===== src/rtl/axis_emu_multi.sv =====
// axis_emu_multi: N-channel analog-axis emulator (wheel / pedal / lever).
// Each channel turns buttons, a signed stick or an unsigned paddle into a
// WIDTH-bit position. On every vsync rising edge one sweep walks the channels
// in order through a single shared step/clamp datapath, one channel per clock.
// Build option: define AXIS_EMU_DEADZONE_EN to give the analog modes a dead
// zone of +/-DEADZONE around CENTER.

// Shared per-channel step: next position plus hold/direction state.
module axis_emu_dp #(
  parameter int WIDTH       = 8,
  parameter int CENTER      = 'h70,
  parameter int VMIN        = 'h00,
  parameter int VMAX        = 'hFF,
  parameter int STEP_MAX    = 8,
  parameter int RETURN_STEP = 4,
  parameter int DEADZONE    = 4
) (
  input  logic [1:0]       mode,
  input  logic             plus,
  input  logic             minus,
  input  logic [7:0]       ana,
  input  logic [WIDTH-1:0] cur,
  input  logic [3:0]       hold,
  input  logic             dneg,
  output logic [WIDTH-1:0] nxt,
  output logic [3:0]       nhold,
  output logic             ndneg
);
  // Two spare bits so a step past either rail never wraps before the clamp.
  localparam int SW = WIDTH + 2;
  typedef logic signed [SW-1:0] sw_t;

  localparam sw_t        C_S    = sw_t'(CENTER);
  localparam sw_t        VMIN_S = sw_t'(VMIN);
  localparam sw_t        VMAX_S = sw_t'(VMAX);
  localparam sw_t        RS_S   = sw_t'(RETURN_STEP);
  localparam logic [3:0] SMAX   = 4'(STEP_MAX);
`ifdef AXIS_EMU_DEADZONE_EN
  localparam sw_t        DZ_S   = sw_t'(DEADZONE);
`else
  // Zero-width dead zone: only offset 0 snaps to CENTER, which is an identity.
  localparam sw_t        DZ_S   = sw_t'(DEADZONE * 0);
`endif

  logic       up, dn;
  logic [7:0] ana_m;
  logic [3:0] st4;
  sw_t        cur_s, off, step, sum, sum_c;

  // Mode-dependent next position, then saturate to [VMIN, VMAX].
  always_comb begin
    up    = plus & ~minus;
    dn    = minus & ~plus;
    ana_m = mode[0] ? (ana ^ 8'h80) : ana;   // paddle: re-centre unsigned sample
    cur_s = sw_t'({2'b00, cur});
    off   = sw_t'($signed(ana_m)) >>> 1;
    if (off >= -DZ_S && off <= DZ_S) off = '0;
    nhold = '0;
    ndneg = 1'b0;
    st4   = '0;
    step  = '0;
    sum   = cur_s;
    if (mode[1]) begin
      sum = C_S + off;
    end else if (up | dn) begin
      // hold counts consecutive frames in one direction, this frame included
      if (hold != 4'd0 && dneg == dn) nhold = (hold == 4'hF) ? hold : hold + 4'd1;
      else                            nhold = 4'd1;
      ndneg = dn;
      st4   = 4'd1 + {1'b0, nhold[3:1]};
      if (st4 > SMAX) st4 = SMAX;
      step  = sw_t'(st4);
      sum   = dn ? cur_s - step : cur_s + step;
    end else if (!mode[0]) begin
      // self-centring: approach CENTER, landing on it exactly
      if (cur_s > C_S)      sum = (cur_s - RS_S < C_S) ? C_S : cur_s - RS_S;
      else if (cur_s < C_S) sum = (cur_s + RS_S > C_S) ? C_S : cur_s + RS_S;
    end
    if (sum < VMIN_S)      sum_c = VMIN_S;
    else if (sum > VMAX_S) sum_c = VMAX_S;
    else                   sum_c = sum;
    nxt = WIDTH'(sum_c);
  end
endmodule

module axis_emu_multi #(
  parameter int CHANNELS    = 2,
  parameter int WIDTH       = 8,
  parameter int CENTER      = 'h70,
  parameter int VMIN        = 'h00,
  parameter int VMAX        = 'hFF,
  parameter int STEP_MAX    = 8,
  parameter int RETURN_STEP = 4,
  parameter int DEADZONE    = 4
) (
  input  logic                      clk,
  input  logic                      reset_n,
  input  logic                      vsync,
  input  logic [2*CHANNELS-1:0]     mode,
  input  logic [CHANNELS-1:0]       plus,
  input  logic [CHANNELS-1:0]       minus,
  input  logic [8*CHANNELS-1:0]     ana_in,
  output logic [WIDTH*CHANNELS-1:0] value,
  output logic                      busy
);
  localparam int            IW   = (CHANNELS > 1) ? $clog2(CHANNELS) : 1;
  localparam logic [IW-1:0] LAST = IW'(CHANNELS - 1);

  typedef enum logic {S_IDLE, S_SWEEP} state_t;

  state_t                     state, state_n;
  logic [IW-1:0]              idx, idx_n;
  logic                       pend, pend_n;
  logic                       vsync_d, tick, upd;
  logic [CHANNELS-1:0][1:0]   mode_a;
  logic [CHANNELS-1:0][7:0]   ana_a;
  logic [WIDTH-1:0]           val_q  [CHANNELS];
  logic [3:0]                 hold_q [CHANNELS];
  logic                       dneg_q [CHANNELS];
  logic [WIDTH-1:0]           dp_val;
  logic [3:0]                 dp_hold;
  logic                       dp_dneg;

  assign mode_a = mode;
  assign ana_a  = ana_in;
  assign tick   = vsync & ~vsync_d;
  assign busy   = (state == S_SWEEP);

  // Sweep control, vsync edge detector and one-deep pending tick.
  always_ff @(posedge clk or negedge reset_n) begin
    if (!reset_n) begin
      state   <= S_IDLE;
      idx     <= '0;
      pend    <= 1'b0;
      vsync_d <= 1'b0;
    end else begin
      state   <= state_n;
      idx     <= idx_n;
      pend    <= pend_n;
      vsync_d <= vsync;
    end
  end

  // Next sweep state; a tick on the last sweep cycle restarts directly.
  always_comb begin
    state_n = state;
    idx_n   = idx;
    pend_n  = pend;
    upd     = 1'b0;
    case (state)
      S_IDLE: begin
        if (tick) begin
          state_n = S_SWEEP;
          idx_n   = '0;
        end
      end
      S_SWEEP: begin
        upd = 1'b1;
        if (idx == LAST) begin
          if (pend || tick) begin
            idx_n  = '0;
            pend_n = 1'b0;
          end else begin
            state_n = S_IDLE;
          end
        end else begin
          idx_n = idx + IW'(1);
          if (tick) pend_n = 1'b1;   // a second tick while pending is dropped
        end
      end
      default: state_n = S_IDLE;
    endcase
  end

  axis_emu_dp #(
    .WIDTH(WIDTH), .CENTER(CENTER), .VMIN(VMIN), .VMAX(VMAX),
    .STEP_MAX(STEP_MAX), .RETURN_STEP(RETURN_STEP), .DEADZONE(DEADZONE)
  ) u_dp (
    .mode  (mode_a[idx]),
    .plus  (plus[idx]),
    .minus (minus[idx]),
    .ana   (ana_a[idx]),
    .cur   (val_q[idx]),
    .hold  (hold_q[idx]),
    .dneg  (dneg_q[idx]),
    .nxt   (dp_val),
    .nhold (dp_hold),
    .ndneg (dp_dneg)
  );

  for (genvar k = 0; k < CHANNELS; k++) begin : g_ch
    // Channel k state: written only on its own sweep cycle.
    always_ff @(posedge clk or negedge reset_n) begin
      if (!reset_n) begin
        val_q[k]  <= WIDTH'(CENTER);
        hold_q[k] <= '0;
        dneg_q[k] <= 1'b0;
      end else if (upd && idx == IW'(k)) begin
        val_q[k]  <= dp_val;
        hold_q[k] <= dp_hold;
        dneg_q[k] <= dp_dneg;
      end
    end
    assign value[k*WIDTH +: WIDTH] = val_q[k];
  end
endmodule


===== config.mk =====
export PLATFORM = sky130hd
export DESIGN_NAME = axis_emu_multi
export DESIGN_NICKNAME = d
export VERILOG_FILES = /design/src/rtl/axis_emu_multi.sv
export SDC_FILE = /design/constraint.sdc
export NUM_CORES = 1
export LEC_CHECK = 0
export ABC_AREA = 1
export BUFFER_PORTS_ARGS = -buffer_cell sky130_fd_sc_hd__buf_4
export CAP_MARGIN = 10
export CORE_UTILIZATION = 51
export CTS_CLUSTER_DIAMETER = 150
export CTS_CLUSTER_SIZE = 10
export DETAILED_ROUTE_END_ITERATION = 8
export HOLD_SLACK_MARGIN = 0.02
export PLACE_DENSITY = 0.81
export SLEW_MARGIN = 20
export SYNTH_ARGS = -nofsm -noshare
export SYNTH_HDL_FRONTEND = slang
export SYNTH_SLANG_ARGS = --single-unit

===== constraint.sdc =====
create_clock -name clk -period 8.36 [get_ports clk]
set_input_delay 2.508 -clock clk [delete_from_list [all_inputs] [get_ports clk]]
set_output_delay 2.508 -clock clk [all_outputs]
set_load 0.005 [all_outputs]

Word-level counts from Yosys, hierarchy flattened. Index checks and enable logic that the tools add are counted.

Input bits: 27. Bits in registers: 30. Output and inout bits: 17. Word-level logic and storage cells: 104.

Multiplexer cells: 52. Reductions and logical operators: 8. Magnitude comparators: 11. Bitwise logic cells: 11. Eq/ne operators: 4. Add/sub/neg operators: 8.

Operators by type and width (number): $mux W10 (9); $mux W8 (8); $mux W4 (12); $mux W1 (19); $add A8 B10 Y10 const A (1); $gt A10 B8 Y1 const B (1); $gt A10 B9 Y1 const B (1); $lt A10 B1 Y1 const B (1); $lt A10 B8 Y1 const B (1); $add A8 B3 Y9 const B (1); $add A8 B4 Y9 (1); $sub A8 B3 Y9 const B (1); $sub A8 B4 Y9 (1); $gt A8 B7 Y1 const B (1); $lt A8 B7 Y1 const B (1); $ge A7 B1 Y1 const B (1); $le A7 B1 Y1 const B (1); $not A1 Y1 (6); $add A1 B3 Y4 const A (1); $add A4 B1 Y4 const B (1); $eq A4 B4 Y1 const B (1); $gt A4 B4 Y1 const B (1); $logic_and A1 B1 Y1 (4); $mux W2 (2); 14 further kinds (17).

Logic depth before layout (Yosys ltp).
Depth after elaboration: 21. Mapped depth: 30. Mapped depth without buffers: 29.

Modules after synthesis. From an unflattened synthesis, not the netlist that was laid out.

Cells, all modules: 508. Area total of the unflattened synthesis: 3254.4 µm².

By module, submodules not included: axis_emu_dp (area an instance 1677.9 µm², instances 1, cells an instance 317); axis_emu_multi (area an instance 1576.5 µm², instances 1, cells an instance 191).

Least setup slack after synthesis. Ideal clock, no wire load.

Path type: in2reg. Start point: input port plus[1]. End point: register val_q (netlist bit value[15]). Arrival time: 5.452 ns. Stages: 25. Library setup time: 0.118 ns. Buffers on the path: 0. Path slack: 2.790 ns. Path through: mux2i_1 ha_1 inv_1 xor2_1 and2_1 nand2_1 inv_1 ha_1 xnor2_1 nor2_1 inv_2 ha_1 inv_1 a21oi_1 nand2_1 inv_1 nor2_1 o21ai_0 nand2_1 nand2_1 nor2_1 o21ai_0 nand2_1 nand3_1 nand2_1.

Word-level cells in the longest chain between the ends: 21. Elaborated cells on any way between the ends: 25.

RTL lines: from (decl) (RTL line 100) `input logic [CHANNELS-1:0] plus,`; $mux W1 (implied by the code) * (2 in a row) (RTL line 180) `.plus (plus[idx]),`; $not A1 Y1 (RTL line 53) `dn = minus & ~plus;`; $and A1 B1 Y1 (RTL line 53); $eq A1 B1 Y1 (RTL line 67) `if (hold != 4'd0 && dneg == dn) nhold = (hold == 4'hF) ? hold : hold + 4'd1;`; $logic_and A1 B1 Y1 (RTL line 67); $mux W4 (RTL line 67); $mux W4 (RTL line 65) `end else if (up | dn) begin`; $mux W4 (RTL line 63) `if (mode[1]) begin`; [... 4 more ...]; $mux W4 (RTL line 63); $add A8 B4 Y9 or $sub A8 B4 Y9 (tied branches) (RTL line 73) `sum = dn ? cur_s - step : cur_s + step;`; $mux W10 (RTL line 73); $mux W10 * (RTL line 65); $mux W10 * (RTL line 63); $gt A10 B9 Y1 (RTL line 80) `else if (sum > VMAX_S) sum_c = VMAX_S;`; $mux W8 (RTL line 80); $mux W8 * (RTL line 79) `if (sum < VMIN_S) sum_c = VMIN_S;`; to (signal, indexed assignment) (RTL line 195) `val_q[k] <= WIDTH'(CENTER);`; to (signal, indexed assignment) (RTL line 199) `val_q[k] <= dp_val;`; to (decl) (RTL line 117) `logic [WIDTH-1:0] val_q [CHANNELS];`.

Every way passes the cells marked *; elsewhere a longest branch is shown, timed or not. The select of a mux whose other input is x is not followed. A chain may end at the register's enable or synchronous reset.

Worst setup path in the final report.
Start point: input port plus[1]. End point: register val_q (netlist bit value[7]).

The elaborated chain is that of the path after synthesis.

==> metrics.md <==
| Metric | Value |
|---|---|
| Final slew viol count | `0` |
| Mapped Area | `2950 um^2` |
| Worst slew pin tran | `0.885 ns` |
| Simple-Gate Fraction of Synth Area | `0.405` |
| Vias in the first global route | `roughly 2800` |
| Post-synth EDFFs | `0` |
| Die ar. | `6080 um^2` |
| CTS clk-pin slew, worst paths | `approximately 0.060 ns` |
| Diodes inserted | `0` |
| Cells on worst reg2reg path | `27` |
| Share of layout cells above drive strength 1 | `0.194` |
| Drt first pass iters | `4` |
| Avg Vias per Cell | `around 5.4` |
| XOR/XNOR Fraction of Synth Area | `0.0268` |
| Cts repair resizes | `0` |
| Share of async-settable or async-resettable flops after synthesis | `1.00` |
| TritonCTS clock tree | `yes` |
| Hold WS | `about 0.48 ns` |
| Gr ovfl total | `0` |
| Clock skew | `around 0.0074 ns` |
| GRT Total Usage | `0.273` |
| Worst Setup Path Type | `in -> reg` |
| Clk sinks | `30` |
| # setup viols final | `0` |
| IO buf count | `between 40 and 50` |
| Area delta synth->final | `14.4%` |
| Clk_lat worst skew | `slightly below 0.3 ns` |
| Final Cycle Share | `0.726` |
| Die W | `78.0 um` |
| H-tree levels | `2` |
| Fin. Hold Viols | `0` |
| Hold depth | `2` |
| Post-CTS setup buffers | `0` |
| Type of origin of the critical path | `input pin` |
| Tmin final | `roughly 6 ns` |
| Max Fclk | `165 MHz` |
| Sequential share of the synthesized area | `0.257` |
| Syn nets | `between 500 and 600` |
| Drt total wl | `7660 um` |
| Largest net degree at the start of global routing | `31` |
| Layout Utilization | `0.608` |
| CP Capture Type | `flop` |
| CTS Buf Count | `5` |
| WP data arrival | `about 6.3 ns` |
| Initial antenna violation count | `0` |
| Largest family of logic cells by synthesized area | `simple AND/OR/NAND/NOR gates` |
| Root Driver | `clkbuf_8` |
| Status | `finished, final reports clean` |
| HPWL Detailed | `a little under 6000 um` |
| Final #Nets | `between 500 and 600` |
| Hold-fix buffers at CTS | `0` |
| Fin Setup TNS | `0 ns` |
| Hold Crit Class | `reg -> reg` |
| 1st-iter DRT viols | `247` |
| # Max-Cap Violations | `0` |
| Synth Area in Compound Gates | `0.103` |
| Num ports | `44` |
| Row cnt | `27` |
| Routed via count | `3064` |
| Synth Warn # | `0` |
| Adder-cell area share of the yosys netlist | `0.0986` |
| First-pass GRT wire length | `~13000 um` |
| Synth unique cells | `36` |
| Most used DFF post-synth | `dfrtp_1` |
| DRC Markers | `0` |
| Fill count | `around 530` |
| Req. time, crit path | `8.54 ns` |
| Cells after Synth | `455` |
| Antenna-violating nets left | `0` |
| Clock Tree Buf Depth | `2` |
| Mux share of post-synthesis cell area | `0.0136` |
| Max_slew headroom | `0.406` |
| Die height | `roughly 78 um` |
| Core Footprint | `5540 um^2` |
| Seq cells post-synth | `30` |
| Final Wtd Congestion | `0.960` |
| CP max FO | `8` |
| Initial Util | `0.532` |
| DR WL/cell | `about 14 um` |
| RSZ-0062 raised after global routing | `false` |
| Mapped Avg Cell Area | `roughly 6.5 um^2` |
## per-layer routing
metal,routed length [um],vias to the layer above,global-route usage
met4,148,0,0.0981
met1,3410,1428,0.354
met3,402,13,0.0247
met2,3700,111,0.473
met5,0,-,0
li1,-,1512,-
## layout make-up
cell class,count,area (um^2),area share
Clock buffer,7,86.3,0.0256
Clock inverter,1,5.00,0.00148
Inverter,56,210,0.0624
Timing Repair Buffer,42,315,0.0935
Tap cell,72,90.1,0.0267
Multi-Input combinational cell,358,1910,0.565
Sequential cell,30,758,0.225
## synthesized netlist by cell type (2+ instances only)
library cell,number,area [um^2]
nor3_2,2,20.0
inv_1,44,165
nand2_1,159,597
o21ai_0,24,120
nor2_1,32,120
inv_2,11,41.3
ha_1,20,250
dfrtp_1,24,601
fa_1,2,40.0
nand3_1,44,220
nand2_2,11,68.8
a21oi_1,19,95.1
or2_2,3,18.8
o21ai_1,5,25.0
dfstp_2,6,158
nor3_1,3,15.0
buf_2,3,15.0
mux2i_1,4,40.0
o21ai_2,3,26.3
buf_6,3,33.8
nor2_2,4,25.0
nand4_1,2,12.5
xor2_1,8,70.1
nand2_4,4,45.0
clkbuf_1,4,15.0
## state kept, by name (all words and copies together), names as in the netlist
name / cells
pend: 1
value: 16
hold_q: 8
busy: 1
dneg_q: 2
vsync_d: 1
idx: 1
## final timing paths
check | from | endpoint | slack (ns)
setup / recovery | plus[1] | value[7] | 2.29
hold / removal | value[6] | value[6] | 0.48
setup reg to reg | idx | value[7] | 3.76
hold reg to reg | value[6] | value[6] | 0.48
max in group asynchronous | reset_n | value[6] | 5.91
min in group asynchronous | reset_n | hold_q[5] | 2.13
## per-stage QoR
stage | instances | cell area [um^2] | worst slack [ns]
2_1_floorplan | 455 | 2950 | 2.79
3_3_place_gp | 558 | 3280 | 2.14
3_5_place_dp | 558 | 3280 | 2.05
4_1_cts | 566 | 3370 | 2.34
5_1_grt | 566 | 3370 | 1.83
6_report | 566 | 3370 | 2.29
## cells in the final DEF (no fill, tap or decap), drive strengths merged
master / count
dfstp: 6
nand3b: 1
nor2: 37
o21bai: 1
nand3: 44
buf: 42
and2: 1
dfrtp: 24
clkbuf: 7
nor3: 6
nand4: 2
or2: 3
xnor2: 1
inv: 55
clkinv: 2
xor2: 8
nand2: 174
fa: 2
a21oi: 19
o211ai: 1
o21ai: 33
ha: 20
o22ai: 1
mux2i: 4
## worst max-delay path, stage by stage
cell and delay, ns:
buf_4 0.11, mux2i_1 0.19, ha_1 0.34, inv_1 0.22
xor2_1 0.20, and2_1 0.20, nand2_1 0.13, inv_1 0.09
ha_1 0.21, xnor2_1 0.12, nor2_1 0.16, inv_2 0.04
ha_1 0.35, inv_1 0.10, a21oi_1 0.15, nand2_1 0.09
inv_1 0.06, nor2_1 0.03, o21ai_0 0.21, nand2_1 0.10
nand2_1 0.14, nor2_1 0.05, o21ai_0 0.19, nand2_1 0.11
nand3_1 0.09, nand2_1 0.06
## cells by family after synthesis
kind of cell	after synthesis
AND/OR/NAND/NOR	268
buffers and inverters	67
AO/OA/AOI/OAI	55
flip-flops	30
adder cells (fa/ha/maj)	22
XOR/XNOR	9
multiplexers	4
Power is left out: the tool's default activity adds up to more than one toggle a clock period on the data nets, which glitch-free logic cannot reach.
